### config.mk
export PLATFORM = sky130hd
export DESIGN_NAME = fetch_sequencer_flat
export DESIGN_NICKNAME = d
export VERILOG_FILES = /design/src/rtl/fetch_pkg.sv /design/src/rtl/fetch_sequencer_if.sv /design/src/rtl/fetch_sequencer_pc_next_sel.sv /design/src/rtl/fetch_sequencer.sv /design/src/flat_wrapper.sv
export SDC_FILE = /design/constraint.sdc
export NUM_CORES = 1
export LEC_CHECK = 0
export CAP_MARGIN = 20
export CORE_ASPECT_RATIO = 1.1
export CORE_MARGIN = 4
export CORE_UTILIZATION = 40
export CTS_CLUSTER_DIAMETER = 80
export DETAILED_ROUTE_END_ITERATION = 12
export PLACE_DENSITY = 0.81
export SKIP_CTS_REPAIR_TIMING = 1
export SYNTH_ARGS = -nofsm -noshare
export SYNTH_HDL_FRONTEND = slang
export SYNTH_SLANG_ARGS = --single-unit
### constraint.sdc
create_clock -name clk -period 2.85 [get_ports clk]
set_clock_uncertainty 0.1 [all_clocks]
set_input_delay 0.285 -clock clk [delete_from_list [all_inputs] [get_ports clk]]
set_output_delay 0.285 -clock clk [all_outputs]
set_load 0.02 [all_outputs]
### src/rtl/fetch_pkg.sv
// Shared types and constants for the instruction-fetch sequencer.
package fetch_pkg;

  typedef enum logic [1:0] {
    S_BOOT,
    S_REQ,
    S_HOLD,
    S_DROP
  } fetch_state_e;

  localparam int unsigned INSTR_BYTES          = 4;
  localparam int unsigned XLEN_DEFAULT         = 32;
  localparam logic [31:0] DEFAULT_RESET_VECTOR = 32'h0000_0000;

endpackage

### src/rtl/fetch_sequencer_if.sv
// imem request/response and decode hand-off signals of the fetch sequencer.
interface fetch_sequencer_if;
  import fetch_pkg::*;

  logic                    imem_req;
  logic [XLEN_DEFAULT-1:0] imem_addr;
  logic                    imem_ack;
  logic [XLEN_DEFAULT-1:0] imem_rdata;
  logic                    instr_valid;
  logic [XLEN_DEFAULT-1:0] instr;
  logic [XLEN_DEFAULT-1:0] instr_pc;
  logic                    instr_ready;

  modport master (
    output imem_req, imem_addr, instr_valid, instr, instr_pc,
    input  imem_ack, imem_rdata, instr_ready
  );

  modport slave (
    input  imem_req, imem_addr, instr_valid, instr, instr_pc,
    output imem_ack, imem_rdata, instr_ready
  );

endinterface

### src/rtl/fetch_sequencer_pc_next_sel.sv
// Next-PC selection: trap > aligned redirect > pending target > advance > hold.
module pc_next_sel
  import fetch_pkg::*;
#(
  parameter int unsigned WIDTH = XLEN_DEFAULT
) (
  input  logic             trap_i,
  input  logic [WIDTH-1:0] trap_vector_i,
  input  logic             redirect_i,
  input  logic [WIDTH-1:0] redirect_target_i,
  input  logic             advance_i,
  input  logic             use_pending_i,
  input  logic [WIDTH-1:0] pending_i,
  input  logic [WIDTH-1:0] pc_i,
  output logic [WIDTH-1:0] next_pc_o,
  output logic             take_redirect_o,
  output logic             misalign_o
);

  logic aligned;
  assign aligned = (redirect_target_i[1:0] == 2'b00);

  always_comb begin
    // A misaligned redirect only reports when it would actually have been taken.
    misalign_o      = redirect_i & ~trap_i & ~aligned;
    take_redirect_o = trap_i | (redirect_i & aligned);
    if (trap_i)
      next_pc_o = trap_vector_i & ~WIDTH'(3);
    else if (redirect_i & aligned)
      next_pc_o = redirect_target_i;
    else if (use_pending_i)
      next_pc_o = pending_i;
    else if (advance_i)
      next_pc_o = pc_i + WIDTH'(INSTR_BYTES);
    else
      next_pc_o = pc_i;
  end

endmodule

### src/rtl/fetch_sequencer.sv
// Instruction-fetch controller: sole owner of the PC, one-entry buffer towards decode.
//   state  | meaning
//   S_BOOT | one cycle after reset before the first request
//   S_REQ  | request outstanding at pc, waiting for imem_ack
//   S_HOLD | fetched instruction held for decode
//   S_DROP | stale request outstanding; redirect target parked in pend_q
module fetch_sequencer
  import fetch_pkg::*;
#(
  parameter int unsigned     XLEN         = XLEN_DEFAULT,
  parameter logic [XLEN-1:0] RESET_VECTOR = DEFAULT_RESET_VECTOR
) (
  input  logic                clk,
  input  logic                rst_n,
  fetch_sequencer_if.master   bus,
  input  logic                redirect_valid,
  input  logic [XLEN-1:0]     redirect_target,
  input  logic                trap_valid,
  input  logic [XLEN-1:0]     trap_vector,
  output logic [XLEN-1:0]     pc,
  output logic                misalign_err
);

  fetch_state_e    state_q;
  logic            req_q, valid_q, misalign_q;
  logic [XLEN-1:0] pc_q, pend_q, instr_q, instr_pc_q;
  logic [XLEN-1:0] pc_d;
  logic            take, misalign, advance, use_pending;

  assign advance     = (state_q == S_HOLD) & bus.instr_ready;
  assign use_pending = (state_q == S_DROP);

  pc_next_sel #(.WIDTH(XLEN)) u_sel (
    .trap_i            (trap_valid),
    .trap_vector_i     (trap_vector),
    .redirect_i        (redirect_valid),
    .redirect_target_i (redirect_target),
    .advance_i         (advance),
    .use_pending_i     (use_pending),
    .pending_i         (pend_q),
    .pc_i              (pc_q),
    .next_pc_o         (pc_d),
    .take_redirect_o   (take),
    .misalign_o        (misalign)
  );

  always_ff @(posedge clk) begin
    if (!rst_n) begin
      state_q    <= S_BOOT;
      req_q      <= 1'b0;
      valid_q    <= 1'b0;
      misalign_q <= 1'b0;
      pc_q       <= RESET_VECTOR;
      pend_q     <= RESET_VECTOR;
      instr_q    <= '0;
      instr_pc_q <= RESET_VECTOR;
    end else begin
      misalign_q <= misalign;
      case (state_q)
        S_BOOT: begin
          pc_q    <= pc_d;
          req_q   <= 1'b1;
          state_q <= S_REQ;
        end
        S_REQ: begin
          if (bus.imem_ack) begin
            if (take) begin
              pc_q <= pc_d;
            end else begin
              instr_q    <= bus.imem_rdata;
              instr_pc_q <= pc_q;
              valid_q    <= 1'b1;
              req_q      <= 1'b0;
              state_q    <= S_HOLD;
            end
          end else if (take) begin
            // Address must stay put until the ack, so park the target instead.
            pend_q  <= pc_d;
            state_q <= S_DROP;
          end
        end
        S_HOLD: begin
          if (take || bus.instr_ready) begin
            valid_q <= 1'b0;
            pc_q    <= pc_d;
            req_q   <= 1'b1;
            state_q <= S_REQ;
          end
        end
        S_DROP: begin
          if (bus.imem_ack) begin
            pc_q    <= pc_d;
            state_q <= S_REQ;
          end else if (take) begin
            pend_q <= pc_d;
          end
        end
        default: state_q <= S_BOOT;
      endcase
    end
  end

  assign bus.imem_req    = req_q;
  assign bus.imem_addr   = pc_q;
  assign bus.instr_valid = valid_q;
  assign bus.instr       = instr_q;
  assign bus.instr_pc    = instr_pc_q;
  assign pc              = pc_q;
  assign misalign_err    = misalign_q;

endmodule

### src/flat_wrapper.sv
// flat-port wrapper written by rule: the top's interface ports become plain ports
module fetch_sequencer_flat import fetch_pkg::*;
#(
  parameter int unsigned     XLEN         = XLEN_DEFAULT,
  parameter logic [XLEN-1:0] RESET_VECTOR = DEFAULT_RESET_VECTOR
)
  (clk, rst_n, redirect_valid, redirect_target, trap_valid, trap_vector, pc, misalign_err, bus_imem_req, bus_imem_addr, bus_instr_valid, bus_instr, bus_instr_pc, bus_imem_ack, bus_imem_rdata, bus_instr_ready);
  fetch_sequencer_if bus_i ();
  input  logic clk;
  input  logic rst_n;
  input  logic redirect_valid;
  input  logic [XLEN-1:0] redirect_target;
  input  logic trap_valid;
  input  logic [XLEN-1:0] trap_vector;
  output logic [XLEN-1:0] pc;
  output logic misalign_err;
  output wire logic [$bits(bus_i.imem_req)-1:0] bus_imem_req;
  output wire logic [$bits(bus_i.imem_addr)-1:0] bus_imem_addr;
  output wire logic [$bits(bus_i.instr_valid)-1:0] bus_instr_valid;
  output wire logic [$bits(bus_i.instr)-1:0] bus_instr;
  output wire logic [$bits(bus_i.instr_pc)-1:0] bus_instr_pc;
  input wire logic [$bits(bus_i.imem_ack)-1:0] bus_imem_ack;
  input wire logic [$bits(bus_i.imem_rdata)-1:0] bus_imem_rdata;
  input wire logic [$bits(bus_i.instr_ready)-1:0] bus_instr_ready;
  assign bus_imem_req = bus_i.imem_req;
  assign bus_imem_addr = bus_i.imem_addr;
  assign bus_instr_valid = bus_i.instr_valid;
  assign bus_instr = bus_i.instr;
  assign bus_instr_pc = bus_i.instr_pc;
  assign bus_i.imem_ack = bus_imem_ack;
  assign bus_i.imem_rdata = bus_imem_rdata;
  assign bus_i.instr_ready = bus_instr_ready;
  fetch_sequencer #(.XLEN(XLEN), .RESET_VECTOR(RESET_VECTOR)) u_core (.clk(clk), .rst_n(rst_n), .bus(bus_i), .redirect_valid(redirect_valid), .redirect_target(redirect_target), .trap_valid(trap_valid), .trap_vector(trap_vector), .pc(pc), .misalign_err(misalign_err));
endmodule
# Word-level counts from Yosys, hierarchy flattened
# Cells that the tools add are included.
# W data, S select, Z words.
# word_totals
ff_bits	133
in_bits	102
wordCells	63
# classes
n_addsub	1
n_eq_ne	10
mux	23
n_bitwise	9
reduce_logical	12
# op_table
operator	n
$mux W32	8
$pmux W32 S4	1
$add A32 B3 Y32 const B	1
$reduce_and A4 Y1	4
$mux W2	5
$ne A2 B2 Y1 const B	4
$pmux W2 S4	1
$mux W1	6
$reduce_and A3 Y1	2
$and A1 B1 Y1	4
$eq A2 B2 Y1 const B	2
$logic_not A2 Y1	2
$not A1 Y1	4
$ne A3 B2 Y1 const B	1
$ne A3 B3 Y1 const B	1
$pmux W1 S3	1
$reduce_bool A3 Y1	1
$eq A2 B1 Y1 const B	1
$ne A2 B1 Y1 const B	1
$pmux W1 S2	1
$reduce_bool A2 Y1	1
$reduce_or A2 Y1	1
$logic_or A1 B1 Y1	1
$or A1 B1 Y1	1

# Depth between registers and ports, before layout
# logic_depth
word_depth	9
depth_mapped	8
mapped_depth_nobuf	6

# Hierarchy
# From an unflattened synthesis, not the netlist that was laid out.
# unflattened
hier_cells	908
area_unflattened_um2	7039.3
# modules_own_cells
module	n_inst	cells_each	area_each_um2
fetch_sequencer	1	623	5357.6
pc_next_sel	1	285	1681.6

# Worst setup path after synthesis
# No wires, ideal clock.
# synth_timing
path_type	register -> register
start	register u_core.pc_q[2] (netlist: u_core.bus.imem_addr[2])
end	register u_core.pc_q[30] (netlist: u_core.bus.imem_addr[30])
setup_time_ns	0.116
arrival_time_ns	2.011
required_ns	2.634
path_slack_ns	0.622
stages_incl_launch_ff	7
path_buffers	0
synth_period_minus_slack_ns	2.228
path_cell_list	dfxtp_1 > ha_1 > nand4b_2 > nor4_4 > nand3_2 > o31a_1 > o211a_1
# synth_between
elab_chain_cells	8
elab_cells_between_ends	10
# synth_rtl
element	line_no	source
start, declared	fetch_sequencer.sv:26	logic [XLEN-1:0] pc_q, pend_q, instr_q, instr_pc_q;
start signal, assigned	fetch_sequencer.sv:61	pc_q <= pc_d;
start signal, assigned	fetch_sequencer.sv:68	pc_q <= pc_d;
start signal, assigned	fetch_sequencer.sv:85	pc_q <= pc_d;
$add A32 B3 Y32 *	fetch_sequencer_pc_next_sel.sv:34	next_pc_o = pc_i + WIDTH'(INSTR_BYTES);
$mux W32 *	fetch_sequencer_pc_next_sel.sv:33	else if (advance_i)
$mux W32 *	fetch_sequencer_pc_next_sel.sv:31	else if (use_pending_i)
$mux W32 *	fetch_sequencer_pc_next_sel.sv:29	else if (redirect_i & aligned)
$mux W32 *	fetch_sequencer_pc_next_sel.sv:27	if (trap_i)
$mux W32	fetch_sequencer.sv:67	if (take) begin
$mux W32	fetch_sequencer.sv:66	if (bus.imem_ack) begin
$pmux W32 S4 *	fetch_sequencer.sv:59	case (state_q)
# Every way passes the cells marked *; elsewhere a longest branch is shown, timed or not. The select of a mux whose other input is x is not followed.
# A chain may end at the register's enable or synchronous reset.

# Final worst setup path
# layout_timing
start	register u_core.pc_q[10] (netlist: u_core.bus.imem_addr[10])
end	register u_core.pc_q[25] (netlist: u_core.bus.imem_addr[25])
# Same word-level chain as after synthesis.

==> flow_metrics.tcl <==
set metrics [dict create \
    grt_pass1_wl_mm 34.9 \
    syn_to_final_growth_pct 45.5 \
    ys_seq_area_share_pct 39.9 \
    power.density_mw_per_mm2 561 \
    crit_fanout 10 \
    finalPower_mw 5.44 \
    rsz0062_at_grt "no" \
    layout-drive-gt1-share_pct 7.86 \
    crit_chain "nand4_1 > nor4_1 > and2_1 > a41oi_1 > o221a_2" \
    ys_types 65 \
    netlist.area_leader.share_pct 39.9 \
    ant_nets 0 \
    fp-row-count 49 \
    layout_commonest_cell "clkdlybuf4s50_1" \
    synthesis.nets 1001 \
    initial_core_util_pct 40.7 \
    synth_area_mm2 0.00667 \
    leakagePower_nw 3.49 \
    ys_seq_elements 133 \
    die_h_um 143 \
    totalNegativeSetupSlack_ps 0 \
    core_region_area_mm2 0.0164 \
    start_kind "flop" \
    preCtsSetupSlack_ps 96.8 \
    gr-usage-all-layers_pct 22.7 \
    setup_slack_ps 441 \
    crit_required_ps 3060 \
    routabilityCongestion 0.865 \
    die-area_mm2 0.0188 \
    path_clk_slew_ps 60 \
    drt_pre_antenna_iters 6 \
    antennaDiodeCount 0 \
    ys_async_sr_fraction_pct 0 \
    worst_pin_slew_ps 558 \
    clock-root-buffer "clkbuf_16" \
    synth_cells 898 \
    dp.cells 1266 \
    crit_type "reg -> reg" \
    antenna_found_initial 0 \
    vias 7348 \
    maxCapViolations 0 \
    cts_tree "built" \
    cts_num_sinks 133 \
    crit_path_top_delay_cell "dfxtp_1" \
    fin_crit_sh_pct 84.5 \
    status "finished, final reports clean" \
    port-buffer-count 230 \
    stdcell_count 1298 \
    synth-edff-count 0 \
    fin_util_pct 59.3 \
    grt_overflow 0 \
    synth_area_leaders "dfxtp_1 40%, nand2_1 10%, a21oi_1 9.0%" \
    clk_latency_ps 420 \
    slew_violations 0 \
    layout_common_cells "230 x clkdlybuf4s50_1, 186 x nand2_1, 133 x dfxtp_1" \
    finalHoldViolCount 0 \
    yosysTopAreaCell "dfxtp_1" \
    drcViolationCount 0 \
    period_minus_slack_ps 2410 \
    dp_hpwl_mm 15.6 \
    synth_warnings 0 \
    avgSynthCellArea_um2 7.43 \
    cp-end-kind "flop" \
    wl_per_cell_um 17.2 \
    die_w_um 131 \
    io_pins 233 \
    setup_viol 0 \
    arrival_ps 2620 \
    clk_path_buf_depth 2 \
    max-slew-margin-rel_pct 62.5 \
    grt_max_degree 66 \
    layout.nets 1184 \
    routed_wl_mm 22.3 \
    htreeDepth 4 \
    fmax_ghz 0.415 \
    first_iter_violations 636 \
    viasPerCell 5.66 \
    ys.flop_type "dfxtp_1" \
    cpPeakStageDelay_ps 570 \
    grt_pass1_vias 6682 \
    hold_class "in -> reg" \
    numCtsBuffers 17 \
    ir_drop_mv 0.439 \
]
==> worst max-delay path: cells and delay by family (launching register included) <==
family | cells | cell delay, ps
AO/OA/AOI/OAI | 2 | 410
AND/OR/NAND/NOR | 3 | 1220
flip-flops | 1 | 570
==> state kept, by name, indices dropped and copies added, names as in the netlist <==
name and count:
u_core.misalign_err 1, u_core.bus.instr_valid 1, u_core.bus.instr_pc 32, u_core.bus.imem_req 1, u_core.bus.imem_addr 32, u_core.state_q 2
u_core.bus.instr 32, u_core.pend_q 32
==> through the flow <==
step | hold WS, ps | area [um2]
final | 304 | 9700
after global routing | 308 | 9700
after CTS | 294 | 9700
after detailed placement | 346 | 9070
after global placement | 341 | 9070
after floorplan | 321 | 6670
==> synthesized netlist by cell type (all sizes together), types with 3 or more instances <==
| cell type | n |
|---|---|
| o22ai | 12 |
| and2 | 6 |
| and4 | 4 |
| o31ai | 7 |
| nand2b | 10 |
| buf | 45 |
| o21ai | 69 |
| dfxtp | 133 |
| a31oi | 24 |
| a41oi | 3 |
| xnor2 | 4 |
| clkbuf | 61 |
| a221oi | 6 |
| a21oi | 120 |
| nand2 | 186 |
| nor4 | 8 |
| a211oi | 9 |
| xor2 | 4 |
| or3 | 7 |
| nor3 | 13 |
| and3 | 18 |
| o31a | 3 |
| a21o | 3 |
| o211ai | 9 |
| inv | 9 |
| nand4 | 8 |
| nand3 | 29 |
| nor2 | 52 |
| nor2b | 3 |
==> power breakdown <==
part	switching, mW	total, mW	leakage, nW	internal, mW
clock	0.840	2.33	0.296	1.49
combinational	0.556	1.05	2.11	0.494
sequential	0.113	2.07	1.08	1.96
total	1.51	5.44	3.49	3.94
==> cells by family (layout without fill, tap and decap cells) <==
kind of cell	count (synthesis)	count (layout)	synth area share [%]
flip-flops	133	133	39.9
adder cells (fa/ha/maj)	1	1	0.188
buffers and inverters	116	312	8.65
XOR/XNOR	8	8	1.05
multiplexers	2	2	0.300
AND/OR/NAND/NOR	354	354	24.9
AO/OA/AOI/OAI	284	284	25.0
==> cell type report <==
cell class	instances	area (um2)
clock buffer	20	447
timing repair buffer	270	2680
fill	1417	6670
multi-input combinational	649	3440
clock inverter	12	179
inverter	10	37.5
tap	204	255
sequential	133	2660
==> metal layers <==
layer  up-vias  routed length (um)  global-route usage [%]
met4         0                 695                    10.5
met5         -                   0                       0
met3        57                1770                    4.94
met2       401               10300                    36.6
met1      3379                9510                    29.4
li1       3511                   -                       -
==> worst paths after layout <==
kind / endpoint / startpoint / cells after the start / slack, ps
max: u_core.bus.imem_addr[25] / u_core.bus.imem_addr[10] / 5 / 440
min: u_core.bus.instr[20] / bus_imem_rdata[20] / 3 / 300
max reg2reg: u_core.bus.imem_addr[25] / u_core.bus.imem_addr[10] / 5 / 440
min reg2reg: u_core.bus.instr_pc[6] / u_core.bus.instr_pc[6] / 2 / 350
Power figures use the tool's default switching activity.
